<file path="src/rtl/jump_ctrl.sv">
// rtl/jump_ctrl.sv - jump game flow FSM, charge/flight counters and score; JUMP_DEBOUNCE_EN adds a button debouncer
module jump_ctrl #(
    parameter int CHARGE_TICK = 250000,
    parameter int CHARGE_MAX  = 200,
    parameter int FLIGHT_TICK = 125000,
    parameter int DEB_CYCLES  = 250000
) (
    input  logic       clk_machine,
    input  logic       rst_machine,
    input  logic       btn_jump,
    input  logic       land_hit,
    output logic [2:0] state,
    output logic [7:0] charge,
    output logic [7:0] jump_len,
    output logic [7:0] jump_step,
    output logic       jump_start,
    output logic [7:0] score
);
    localparam int TICK_W  = $clog2(CHARGE_TICK + 1);
    localparam int FTICK_W = $clog2(FLIGHT_TICK + 1);

    typedef enum logic [2:0] {
        S_IDLE   = 3'd0,
        S_STAND  = 3'd1,
        S_SETTLE = 3'd2,
        S_ACCU   = 3'd3,
        S_JUMP   = 3'd4,
        S_OVER   = 3'd5
    } state_t;

    state_t              r_state;
    state_t              w_state_nxt;
    logic [1:0]          r_sync;
    logic                w_btn_lvl;
    logic                r_lvl_d;
    logic                r_rise;
    logic                r_fall;
    logic [TICK_W-1:0]   r_tick;
    logic [TICK_W-1:0]   w_tick_nxt;
    logic [FTICK_W-1:0]  r_ftick;
    logic [FTICK_W-1:0]  w_ftick_nxt;
    logic [7:0]          r_charge;
    logic [7:0]          w_charge_nxt;
    logic [7:0]          w_charge_inc;
    logic [7:0]          r_len;
    logic [7:0]          w_len_nxt;
    logic [7:0]          r_step;
    logic [7:0]          w_step_nxt;
    logic [7:0]          r_score;
    logic [7:0]          w_score_nxt;
    logic                r_start;
    logic                w_start_nxt;
    logic                w_tick_wrap;
    logic                w_ftick_wrap;

    always_ff @(posedge clk_machine) begin
        if (!rst_machine) begin
            r_sync <= 2'b00;
        end else begin
            r_sync <= {r_sync[0], btn_jump};
        end
    end

`ifdef JUMP_DEBOUNCE_EN
    localparam int DEB_W = $clog2(DEB_CYCLES + 1);

    logic [DEB_W-1:0] r_deb_cnt;
    logic             r_deb_lvl;

    // Level follows the synchronized input only after it has disagreed for DEB_CYCLES samples in a row.
    always_ff @(posedge clk_machine) begin
        if (!rst_machine) begin
            r_deb_cnt <= '0;
            r_deb_lvl <= 1'b0;
        end else if (r_sync[1] == r_deb_lvl) begin
            r_deb_cnt <= '0;
        end else if (r_deb_cnt == DEB_W'(DEB_CYCLES - 1)) begin
            r_deb_cnt <= '0;
            r_deb_lvl <= r_sync[1];
        end else begin
            r_deb_cnt <= r_deb_cnt + 1'b1;
        end
    end

    assign w_btn_lvl = r_deb_lvl;
`else
    assign w_btn_lvl = r_sync[1];
`endif

    always_ff @(posedge clk_machine) begin
        if (!rst_machine) begin
            r_lvl_d <= 1'b0;
            r_rise  <= 1'b0;
            r_fall  <= 1'b0;
        end else begin
            r_lvl_d <= w_btn_lvl;
            r_rise  <= w_btn_lvl & ~r_lvl_d;
            r_fall  <= ~w_btn_lvl & r_lvl_d;
        end
    end

    assign w_tick_wrap  = (r_tick == TICK_W'(CHARGE_TICK - 1));
    assign w_ftick_wrap = (r_ftick == FTICK_W'(FLIGHT_TICK - 1));
    // Charge including this cycle's increment, so a release on the saturating tick still latches the max.
    assign w_charge_inc = !w_tick_wrap ? r_charge :
                          (r_charge >= 8'(CHARGE_MAX)) ? 8'(CHARGE_MAX) : r_charge + 8'd1;

    always_comb begin
        w_state_nxt  = r_state;
        w_tick_nxt   = r_tick;
        w_ftick_nxt  = r_ftick;
        w_charge_nxt = r_charge;
        w_len_nxt    = r_len;
        w_step_nxt   = r_step;
        w_score_nxt  = r_score;
        w_start_nxt  = 1'b0;
        case (r_state)
            S_IDLE: begin
                if (r_rise) begin
                    w_state_nxt = S_STAND;
                    w_score_nxt = 8'd0;
                end
            end
            S_STAND: begin
                if (r_rise) begin
                    w_state_nxt  = S_ACCU;
                    w_charge_nxt = 8'd0;
                    w_tick_nxt   = '0;
                end
            end
            S_ACCU: begin
                w_tick_nxt = w_tick_wrap ? '0 : r_tick + 1'b1;
                if (r_fall) begin
                    w_state_nxt  = S_JUMP;
                    w_len_nxt    = (w_charge_inc == 8'd0) ? 8'd1 : w_charge_inc;
                    w_step_nxt   = 8'd0;
                    w_ftick_nxt  = '0;
                    w_start_nxt  = 1'b1;
                    w_charge_nxt = 8'd0;
                end else begin
                    w_charge_nxt = w_charge_inc;
                end
            end
            S_JUMP: begin
                if (w_ftick_wrap) begin
                    w_ftick_nxt = '0;
                    w_step_nxt  = r_step + 8'd1;
                    if (r_step + 8'd1 == r_len) begin
                        w_state_nxt = S_SETTLE;
                    end
                end else begin
                    w_ftick_nxt = r_ftick + 1'b1;
                end
            end
            S_SETTLE: begin
                if (land_hit) begin
                    w_state_nxt = S_STAND;
                    w_score_nxt = (r_score == 8'hFF) ? r_score : r_score + 8'd1;
                end else begin
                    w_state_nxt = S_OVER;
                end
            end
            S_OVER: begin
                if (r_rise) begin
                    w_state_nxt = S_STAND;
                    w_score_nxt = 8'd0;
                end
            end
            default: w_state_nxt = S_IDLE;
        endcase
    end

    always_ff @(posedge clk_machine) begin
        if (!rst_machine) begin
            r_state  <= S_IDLE;
            r_tick   <= '0;
            r_ftick  <= '0;
            r_charge <= 8'd0;
            r_len    <= 8'd0;
            r_step   <= 8'd0;
            r_score  <= 8'd0;
            r_start  <= 1'b0;
        end else begin
            r_state  <= w_state_nxt;
            r_tick   <= w_tick_nxt;
            r_ftick  <= w_ftick_nxt;
            r_charge <= w_charge_nxt;
            r_len    <= w_len_nxt;
            r_step   <= w_step_nxt;
            r_score  <= w_score_nxt;
            r_start  <= w_start_nxt;
        end
    end

    assign state      = r_state;
    assign charge     = r_charge;
    assign jump_len   = r_len;
    assign jump_step  = r_step;
    assign jump_start = r_start;
    assign score      = r_score;
endmodule

</file>
<file path="config.mk">
export PLATFORM = sky130hd
export DESIGN_NAME = jump_ctrl
export DESIGN_NICKNAME = d
export VERILOG_FILES = /design/src/rtl/jump_ctrl.sv
export SDC_FILE = /design/constraint.sdc
export NUM_CORES = 1
export LEC_CHECK = 0
export ABC_AREA = 0
export BUFFER_PORTS_ARGS = -buffer_cell sky130_fd_sc_hd__clkbuf_2
export CORE_MARGIN = 2
export CORE_UTILIZATION = 59
export CTS_CLUSTER_DIAMETER = 80
export DETAILED_ROUTE_END_ITERATION = 6
export HOLD_SLACK_MARGIN = 0.08
export PLACE_DENSITY = 0.8
export SYNTH_ARGS = -nofsm -noshare
export SYNTH_HDL_FRONTEND = slang
export SYNTH_SLANG_ARGS = --single-unit
export TNS_END_PERCENT = 20
</file>
<file path="constraint.sdc">
create_clock -name clk_machine -period 2.3 [get_ports clk_machine]
set_input_delay 0.115 -clock clk_machine [delete_from_list [all_inputs] [get_ports clk_machine]]
set_output_delay 0.115 -clock clk_machine [all_outputs]
set_load 0.005 [all_outputs]
</file>
After elaboration in Yosys (flattened, before gate mapping). Index checks and enable logic that the tools add are counted.

Add/subtract/negate cells: 5. Magnitude comparators: 1. Eq/ne operators: 16. Mux-type cells: 26. Bitwise operators: 4. Reduce and logical (&&, ||, !) cells: 13.

Operators with widths (count): $mux 8 (9); $pmux 8 s2 (3); $mux 18 (2); $pmux 18 s2 (1); $mux 17 (2); $pmux 17 s2 (1); $add 8x1->8 const B (3); $add 18x1->18 const B (1); $eq 18x18->1 const B (1); $mux 3 (6); $add 17x1->17 const B (1); $eq 17x17->1 const B (1); $pmux 3 s5 (1); $ne 2x2->1 const B (6); $eq 8x8->1 (1); $eq 8x8->1 const B (1); $ge 8x8->1 const B (1); $logic_not 8->1 (1); $reduce_and 2->1 (4); $eq 3x2->1 const B (2); $eq 3x3->1 const B (2); $reduce_bool 2->1 (3); $reduce_and 5->1 (1); $reduce_and 4->1 (1); 8 further kinds (10).

Register bits after elaboration: 76. Input port bits: 4. Output and inout port bits: 36. Logic and storage cells: 77.

Depth between registers and ports, before layout. Gate-level depths: netlist of run 1.

Depth in word-level cells: 5. Gate-level depth with buffers: 9. Depth with buffers taken out: 7.

Least setup slack after synthesis of run 1. OpenSTA, ideal clock, no wires.

Path kind: reg2reg. Start point: register r_tick[0]. End point: register r_tick[10]. Setup time: 0.091 ns. Arrival: 1.977 ns. Data required time: 2.209 ns. Setup slack: 0.232 ns. Stages on the path, launching flop included: 9. Path buffers: 2. Period minus slack after synthesis: 2.068 ns. Cells stage by stage: dfxtp_1 ha_1 and3_1 and4_1 clkbuf_1 a21oi_2 clkbuf_1 nand2_1 a311oi_1.

Longest elaborated chain between the ends: 3. Elaborated cells on any way between the ends: 4. Classes of those cells: add/sub: 1; eq/ne: 1; mux: 2.

Ends and longest elaborated chain: start, declared (RTL line 38) `logic [TICK_W-1:0] r_tick;`; start signal, assigned (RTL line 185) `r_tick <= w_tick_nxt;`; $add 18x1->18 or $eq 18x18->1 (tied branches) (RTL line 132, 102); $mux 18 (*) (RTL line 132) `w_tick_nxt = w_tick_wrap ? '0 : r_tick + 1'b1;`; $pmux 18 s2 (*) (RTL line 117) `case (r_state)`.

Mark *: on every way between the ends. The rest lies on a longest branch, timed or not. A chain may end at the register's enable or synchronous reset.

Final worst setup path of run 1.
Start point: register r_tick[0]. End point: register r_tick[16].

Same word-level chain as after synthesis.

==> results of run 1 <==
==> layout make-up <==
class                           instances  area share, %
Inverter                               10          0.811
Clock inverter                          6           2.41
Timing Repair Buffer                   59           7.52
Tap cell                               80           2.16
Sequential cell                        76           32.9
Clock buffer                           10           2.97
Multi-Input combinational cell        397           51.2
==> per-layer routing <==
metal | wire, microns | GRT usage (%) | vias up
met2 | 4660 | 43.7 | 92
met4 | 124 | 9.23 | 0
met5 | 0 | 0 | -
li1 | - | - | 1946
met1 | 4300 | 33.0 | 1882
met3 | 419 | 5.33 | 10
==> final timing paths <==
| kind | slack (ps) | endpoint | cells after the start |
|---|---|---|---|
| max | 130 | r_tick[16] | 7 |
| min | 170 | state[1] | 3 |
| max reg2reg | 130 | r_tick[16] | 7 |
| min reg2reg | 420 | r_rise | 1 |
==> cell families after synthesis <==
group	after synthesis	share of synthesized area [%]
adder cells (fa/ha/maj)	6	1.86
flip-flops	76	37.8
XOR/XNOR	22	4.78
AO/OA/AOI/OAI	136	21.5
multiplexers	5	1.27
buffers and inverters	39	3.79
AND/OR/NAND/NOR	228	29.1
==> through the flow <==
stage                     setup slack (ps)  util (%)  total power [mW]  hold slack [ps]  instances
after global routing                 -3.60      68.9              2.70              186        638
after CTS                             67.3      68.4              2.64              159        636
final                                  132      68.9              2.62              173        638
after global placement                 186      64.6              1.40              337        619
after detailed placement              96.5      64.6              1.40              367        619
after floorplan                        232         -              1.38              242        512
==> state kept, by name, summed over array words and instances (netlist names), 2 cells and up <==
register and cells:
charge 8, jump_len 8, jump_step 8, r_tick 18, score 8, r_ftick 17, state 3, r_sync 2
==> worst max-delay path: cells and delay by family (launching register included) <==
kind            cells  cell delay (ps)
simple gates        4             1150
flops               1              370
fa+ha+maj           1              200
compound gates      2              350
==> synth_stat cells (10+ instances only) <==
cell type  instances
and3_1            12
nand2_1           46
nand4_1           16
nor3_1            12
inv_1             10
dfxtp_1           76
a21oi_1           45
xor2_1            13
nor2_1            70
o21ai_0           27
clkbuf_1          26
nand3_1           19
==> repair_timing <==
action | CTS | global route
hold buffers | 1 | 0
setup buffers | 0 | 2
resized for setup | 0 | 6
setup endpoints to repair | 0 | 11
endpoints found under the hold margin | 1 | 0
==> power groups by stage <==
stage,clock network [mW],logic (mW),registers (mW)
2_1_floorplan,0,0.0289,1.35
3_3_place_gp,0,0.0444,1.35
3_5_place_dp,0,0.0453,1.35
4_1_cts,1.27,0.0467,1.32
5_1_grt,1.32,0.0515,1.32
6_report,1.25,0.0472,1.32
==> cells in the final DEF, fill, tap and decap left out, types with 3 or more instances in the layout <==
cell       instances
nor2b_1            5
and4_1             4
nor3b_1            5
and2_1             8
inv_1             10
a21oi_1           45
nand3_1           19
mux2i_1            4
nand4_1           16
and3_1            12
nand4b_1           5
or4b_1             3
nand3b_1           5
xor2_1            13
buf_4             19
a31oi_1            9
dfxtp_1           74
o31ai_1            3
clkbuf_2          39
nor3_1            12
a41oi_1            5
o21ai_0           27
xnor2_1            9
nor2_1            69
bufinv_16          3
clkbuf_8          10
nand2b_1           4
nand2_1           46
a22oi_1            6
a2bb2oi_1          3
a21o_1             7
a311oi_1           7
ha_1               5
a211oi_1           3
==> flow_summary.yaml, run 1 <==
outcome:
  status: "finished, final reports clean"
clocking:
  cts_made_buffers: 9
  h-tree-depth: 3
  cts_num_sinks: 76
  cts_root_buf: "clkbuf_8"
  path_clk_slew_ps: 80
  clk_latency_ps: 350
  clockBufferDepth: 2
  cts_tree: "done"
critical_path:
  crit_path_cell_trace: "ha_2 -> and4_1 -> or4b_1 -> or2_1 -> nor2_1 -> a31oi_1 -> a311oi_1"
  r2r_start: "r_tick[0]"
  crit_fanout: 6
  crit_type: "reg -> reg"
  start_kind: "register"
  crit_path_start: "r_tick[0]"
  cp_slowest_cell: "or4b_1"
  critical_path_required_ps: 2560
  critPathCaptureType: "register"
  max_stage_delay_ps: 490
  arrival_ps: 2430
cells_and_area:
  antenna_cells: 0
  final_area_sq_um: 4630
  multiInputGateArea_sq_um: 2370
  drive_above_1_share_pct: 15.8
  seq_area_sq_um: 1520
  num-fill-cells: 568
  areaGrowthSynthToFinish_pct: 14.8
  nets: 563
timing:
  setup_tns_ps: 0
  skew_ps: 5.86
  slew_headroom_pct: 46.0
  worstMarginPinSlew_ps: 801
  max_freq_ghz: 0.461
  finalHoldViolations: 0
  drv_slew: 0
  period_needed_ps: 2170
  fin_crit_sh_pct: 94.3
  setup_violations: 0
detailed_routing:
  drt_iter0_markers: 248
  wl_per_cell_microns: 14.9
  viasPerCell: 6.16
  ant_nets: 0
  via_count: 3930
  drt-total-wl_mm: 9.50
  first_pass_iters: 5
  drc_errors: 0
synthesis:
  syn_area_sq_um: 4030
  synth_top_area_share_pct: 37.8
  synth-edff-count: 0
  ys_seq_area_share_pct: 37.8
  synth_top_flop_cell: "dfxtp_1"
  syn-num-nets: 522
  synth_seq_cells: 76
  synth.yosys.warnings: 0
  yosysTopAreaCell: "dfxtp_1"
  synthTopCellsByArea: "dfxtp_1 38%, nor2_1 6.5%, a21oi_1 5.6%"
  ys_types: 58
  syn_inst: 512
  synthArstFlopShare_pct: 0
  syn_area_per_cell_sq_um: 7.87
placed_design:
  hpwl_mm: 6.65
  dpl_cell_area_sq_um: 4340
  globalplace.congestion: 0.891
  port_buffers: 39
grt:
  grt_pass1_wl_mm: 15.7
  antenna_found_initial: 0
  track_usage_pct: 26.0
  grt_max_degree: 30
  gr-total-overflow: 0
  grt_pass1_vias: 3457
floorplanning:
  die_height_microns: 86.7
  io_pins: 40
  row_count: 30
  start_util_pct: 60.0
  die_area_sq_um: 7510
  coreArea_sq_um: 6720
  die_x_microns: 86.7
power_and_ir_drop:
  pwr-share-seq_pct: 50.6
  vdd_drop_max_v: 0.000420
  power_frac_clock_pct: 47.6
  p_int_mw: 2.08
  switching_share_pct: 20.4
  combPwrFrac_pct: 1.8
  p_per_area_nw_per_um2: 566
  leakagePower_nw: 1.72
  p_switching_uw: 534
min_path:
  hold_path.startpoint: "rst_machine"
  hold_class: "in -> reg"
job:
  max_cap_violations: 0
Power figures use the tool's default switching activity.
==> inputs of run 2 (changes only) <==
- ABC_AREA: 0 -> 1
- CORE_UTILIZATION: 59 -> 60
==> flow_summary.yaml, run 2 <==
synthesis:
  syn_area_sq_um: 4290
  syn_inst: 665
  yosysTopAreaCell: "dfxtp_1"
  syn_area_per_cell_sq_um: 6.45
  ys_types: 38
  syn-num-nets: 675
  synth_commonest_cells: "191 x nand2_1, 76 x dfxtp_1, 76 x inv_1"
  synth_most_common_cell: "nand2_1"
  synth.yosys.warnings: 0
  synthTopCellsByArea: "dfxtp_1 35%, nand2_1 17%, nand3_1 6.9%"
  synthArstFlopShare_pct: 0
  synth-edff-count: 0
  ys_seq_area_share_pct: 35.5
  synth_seq_cells: 76
  synth_top_area_share_pct: 35.5
  synth_top_flop_cell: "dfxtp_1"
timing:
  period_needed_ps: 2080
  setup_tns_ps: 0
  worstMarginPinSlew_ps: 725
  fin_crit_sh_pct: 90.3
  finalHoldViolations: 0
  rsz0062_at_grt: "no"
  setup_violations: 0
  drv_slew: 0
  skew_ps: 11.8
  hold_ws_ps: 241
  slew_headroom_pct: 51.5
  max_freq_ghz: 0.482
clocking:
  path_clk_slew_ps: 80
  cts-hold-fix-buffers: 1
  cts_num_sinks: 76
  cts_root_buf: "clkbuf_8"
  postCtsSetupBuffers: 0
  cts_made_buffers: 9
  clockBufferDepth: 2
  cts.repair.resized: 0
  clk_latency_ps: 350
  h-tree-depth: 3
  cts_tree: "done"
detailed_routing:
  drc_errors: 0
  drt-total-wl_mm: 10.2
  ant_nets: 0
  viasPerCell: 5.42
  wl_per_cell_microns: 12.6
  via_count: 4380
  first_pass_iters: 4
  drt_iter0_markers: 154
floorplanning:
  start_util_pct: 62.5
  io_pins: 40
  die_x_microns: 88.6
  die_area_sq_um: 7840
  die_height_microns: 88.6
  coreArea_sq_um: 6870
  row_count: 30
min_path:
  hold_class: "in -> reg"
  hold-path-endpoint: "state[2]"
  hold_path.startpoint: "rst_machine"
  hold_depth: 4
critical_path:
  cpMostUsedCell: "nor2_1"
  path_delay_family: "simple AND/OR/NAND/NOR gates"
  critical_path_required_ps: 2550
  critical_path_buf_inv_count: 1
  crit_type: "reg -> reg"
  crit_fanout: 11
  arrival_ps: 2330
  start_kind: "register"
  critPathCaptureType: "register"
  crit_path_cell_trace: "ha_1 -> nand3_1 -> inv_1 -> nand4_1 -> nor2_1 -> nor2_1 -> o21ai_0 -> a221oi_1"
  cp_slowest_cell: "nor2_1"
  max_stage_delay_ps: 560
  r2r_slack_ps: 220
  r2r_end: "r_tick[3]"
  r2r_start: "r_tick[1]"
  rr_worst_depth: 8
cells_and_area:
  final_area_sq_um: 4800
  largestRegisters: "r_tick x18, r_ftick x17"
  largest_reg_flops: 18
  drive_above_1_share_pct: 11.9
  layout_commonest_cell: "nand2_1"
  layout_common_cells: "191 x nand2_1, 76 x inv_1, 76 x dfxtp_1, 73 x nor2_1, 59 x nand3_1"
  antenna_cells: 0
  top_register: "r_tick"
  finalCoreUtilization_pct: 69.9
  nets: 718
  areaGrowthSynthToFinish_pct: 11.9
power_and_ir_drop:
  power_frac_clock_pct: 34.7
  p_int_mw: 2.15
  p_switching_uw: 995
  pwr-share-seq_pct: 45.2
  p_per_area_nw_per_um2: 656
  switching_share_pct: 31.6
  leakagePower_nw: 1.95
  vdd_drop_max_v: 0.000591
  combPwrFrac_pct: 20.0
  power_mw: 3.15
placed_design:
  dpl_cell_area_sq_um: 4580
  port_buffers: 39
  globalplace.congestion: 0.937
  hpwl_mm: 7.44
outcome:
  status: "finished, final reports clean"
grt:
  grt_pass1_wl_mm: 16.5
  antenna_found_initial: 0
  track_usage_pct: 26.6
  grt_max_degree: 31
  grt_pass1_vias: 3831
  gr-total-overflow: 0
job:
  max_cap_violations: 0
run 2: cell count changes in the layout (fill, tap and decap cells not counted), sizes merged, moves of 9 or more:
cell	delta
nand2	+150
inv	+74
nand3	+40
buf	-13
a21oi	+12
and3	-12
and2	-9
run 2: how the worst max path moves through the flow:
stage                     depth (start not counted)    endpoint  slack, ps    startpoint
after floorplan                                  12    state[0]        640  jump_step[0]
after global placement                           10  r_ftick[3]        340      state[1]
after detailed placement                          8   r_tick[3]        240     r_tick[1]
after CTS                                         8   r_tick[3]        230     r_tick[1]
after global routing                             10  r_ftick[9]         40      state[2]
final                                             8   r_tick[3]        220     r_tick[1]
run 2: logic make-up after synthesis:
logic type | count (synthesis) | share of synthesized area, %
flops | 76 | 35.5
compound gates | 101 | 13.3
fa+ha+maj | 6 | 1.75
xor+xnor | 12 | 2.45
simple gates | 372 | 38.1
buf+inv | 98 | 8.89
run 2: power groups by stage:
stage          sequential (mW)  combinational (mW)  clock (mW)
3_3_place_gp              1.45               0.610           0
4_1_cts                   1.42               0.634        1.10
6_report                  1.42               0.631        1.09
3_5_place_dp              1.45               0.629           0
5_1_grt                   1.43               0.704        1.16
2_1_floorplan             1.45               0.459           0
run 2: metrics by stage:
stage / cells / setup slack, ps
2_1_floorplan: 665 / 641
3_3_place_gp: 792 / 344
3_5_place_dp: 792 / 245
4_1_cts: 808 / 229
5_1_grt: 808 / 43.7
6_report: 808 / 223
run 2: worst register-to-register path, delay by kind of cell, from the launching register on:
| kind | cells | cell delay, ps |
|---|---|---|
| simple gates | 4 | 860 |
| compound gates | 2 | 480 |
| flops | 1 | 340 |
| fa+ha+maj | 1 | 210 |
| buf+inv | 1 | 70 |
run 2: layout make-up:
cell class                 instances  area, sq um
clock buffer                      10          128
clock inverter                     5         77.6
fill                             622         2070
inverter                          84          315
multi-input combinational        491         2390
sequential                        76         1520
tap                               96          120
timing repair buffer              46          250
run 2: layer usage:
metal  global-route usage [%]  share of wire (%)  up-vias
li1                         -                  -     2247
met3                     3.73                4.7       23
met5                        0                  0        -
met2                     45.8                 48      115
met4                     11.3                2.2        0
met1                     33.2                 45     1995
==> inputs of run 3 (changes only) <==
- ABC_CLOCK_PERIOD_IN_PS: default -> 2300
- CORE_ASPECT_RATIO: default -> 0.9
==> flow_summary.yaml, run 3 (synthesized netlist as in run 2, its figures left out) <==
detailed_routing:
  first_pass_iters: 5
  drc_errors: 0
  via_count: 4389
  wl_per_cell_microns: 12.9
  drt-total-wl_mm: 10.3
  drt_iter0_markers: 289
  viasPerCell: 5.47
  ant_nets: 0
cells_and_area:
  antenna_cells: 0
  final_area_sq_um: 4750
  areaGrowthSynthToFinish_pct: 10.7
  largestRegisters: "r_tick x18, r_ftick x17"
  drive_above_1_share_pct: 11.8
  nets: 717
  layout_commonest_cell: "nand2_1"
  top_register: "r_tick"
  layout_common_cells: "191 x nand2_1, 76 x inv_1, 76 x dfxtp_1, 73 x nor2_1, 59 x nand3_1"
  largest_reg_flops: 18
critical_path:
  critical_path_required_ps: 2550
  critical_path_buf_inv_count: 4
  arrival_ps: 2330
  path_delay_family: "simple AND/OR/NAND/NOR gates"
  crit_type: "reg -> reg"
  critPathCaptureType: "register"
  start_kind: "register"
  max_stage_delay_ps: 450
  crit_path_cell_trace: "inv_2 -> nor2_8 -> inv_2 -> nor2_8 -> inv_2 -> nand2_2 -> inv_1 -> nor2_1 -> xor2_1 -> nor2_1"
  cp_slowest_cell: "dfxtp_1"
  cpMostUsedCell: "inv_2"
  crit_fanout: 13
  crit_path_start: "state[1]"
  r2r_start: "state[1]"
floorplanning:
  start_util_pct: 61.3
  row_count: 29
  io_pins: 40
  coreArea_sq_um: 7000
  die_x_microns: 93.1
  die_height_microns: 84.2
  die_area_sq_um: 7840
placed_design:
  dpl_cell_area_sq_um: 4570
  globalplace.congestion: 0.989
  port_buffers: 39
  hpwl_mm: 7.64
grt:
  busiest_layer: "met2"
  track_usage_pct: 27.4
  grt_pass1_vias: 4018
  antenna_found_initial: 0
  grtUsageMet2_pct: 45.9
  grt_max_degree: 31
  gr-total-overflow: 0
  globalRouteMet3Util_pct: 5.39
  grt_util_met1_pct: 34.7
  grt_pass1_wl_mm: 17.5
timing:
  rsz0062_at_grt: "no"
  worstMarginPinSlew_ps: 728
  setup_violations: 0
  skew_ps: 12.8
  setup_tns_ps: 0
  finalHoldViolations: 0
  drv_slew: 0
  slew_headroom_pct: 51.3
  period_needed_ps: 2090
  fin_crit_sh_pct: 90.7
  max_freq_ghz: 0.479
  hold_ws_ps: 199
power_and_ir_drop:
  pwr-share-seq_pct: 48.3
  combPwrFrac_pct: 21.3
  power_frac_clock_pct: 30.4
  vdd_drop_max_v: 0.000657
  power_mw: 2.94
  p_int_mw: 1.98
  p_per_area_nw_per_um2: 619
  leakagePower_nw: 1.93
  switching_share_pct: 32.5
  p_switching_uw: 956
min_path:
  hold_class: "in -> reg"
  hold_path.startpoint: "rst_machine"
clocking:
  path_clk_slew_ps: 80
  postCtsSetupBuffers: 0
  cts_made_buffers: 9
  clk_latency_ps: 350
  cts_tree: "done"
  clockBufferDepth: 2
  cts_num_sinks: 76
  h-tree-depth: 3
  cts_root_buf: "clkbuf_8"
job:
  max_cap_violations: 0
outcome:
  status: "finished, final reports clean"
[run 3: changes by cell type in the layout (fill, tap and decap cells not counted), sizes merged]
cell    before  now
bufinv       2    0
buf          6    5
clkinv       2    1
clkbuf      49   50
[run 3: worst min-delay path, stage by stage]
cell and delay, ps:
clkbuf_2 240, nand2_1 110, inv_1 30
[run 3: cell type report]
cell class	instances	area, sq um
multi-input combinational	491	2390
fill	626	2250
sequential	76	1520
inverter	84	315
timing repair buffer	45	243
clock buffer	11	151
tap	93	116
clock inverter	2	12.5
[run 3: final timing paths]
path	to	cells after the start	slack (ps)
min reg2reg	r_rise	1	410
max	r_ftick[3]	10	210
min	r_sync[0]	3	200
max reg2reg	r_ftick[3]	10	210
[run 3: through the flow]
step | setup WS [ps] | instances | utilization [%]
global placement | 355 | 788 | 65.3
floorplan | 641 | 665 | -
CTS | 230 | 802 | 67.8
global route | 19.3 | 802 | 67.8
finish | 214 | 802 | 67.8
detailed placement | 241 | 788 | 65.3
[run 3: metal layers]
layer | vias to the layer above | share of wire (%)
li1 | 2248 | -
met1 | 1958 | 45
met2 | 163 | 47
met3 | 20 | 6.5
met4 | 0 | 2.0
met5 | - | 0
[run 3: what timing repair did]
action,in CTS,in global routing
resized for setup,0,1
hold buffers,1,0
setup endpoints to repair,0,1
hold endpoints to repair,1,0
[run 3: power by group through the flow]
stage                     Combinational, mW  Sequential, mW  Clock (mW)
after floorplan                       0.459            1.45           0
after global placement                0.606            1.45           0
after detailed placement              0.621            1.45           0
after CTS                             0.627            1.42       0.924
after global routing                  0.711            1.43       0.969
final                                 0.626            1.42       0.893
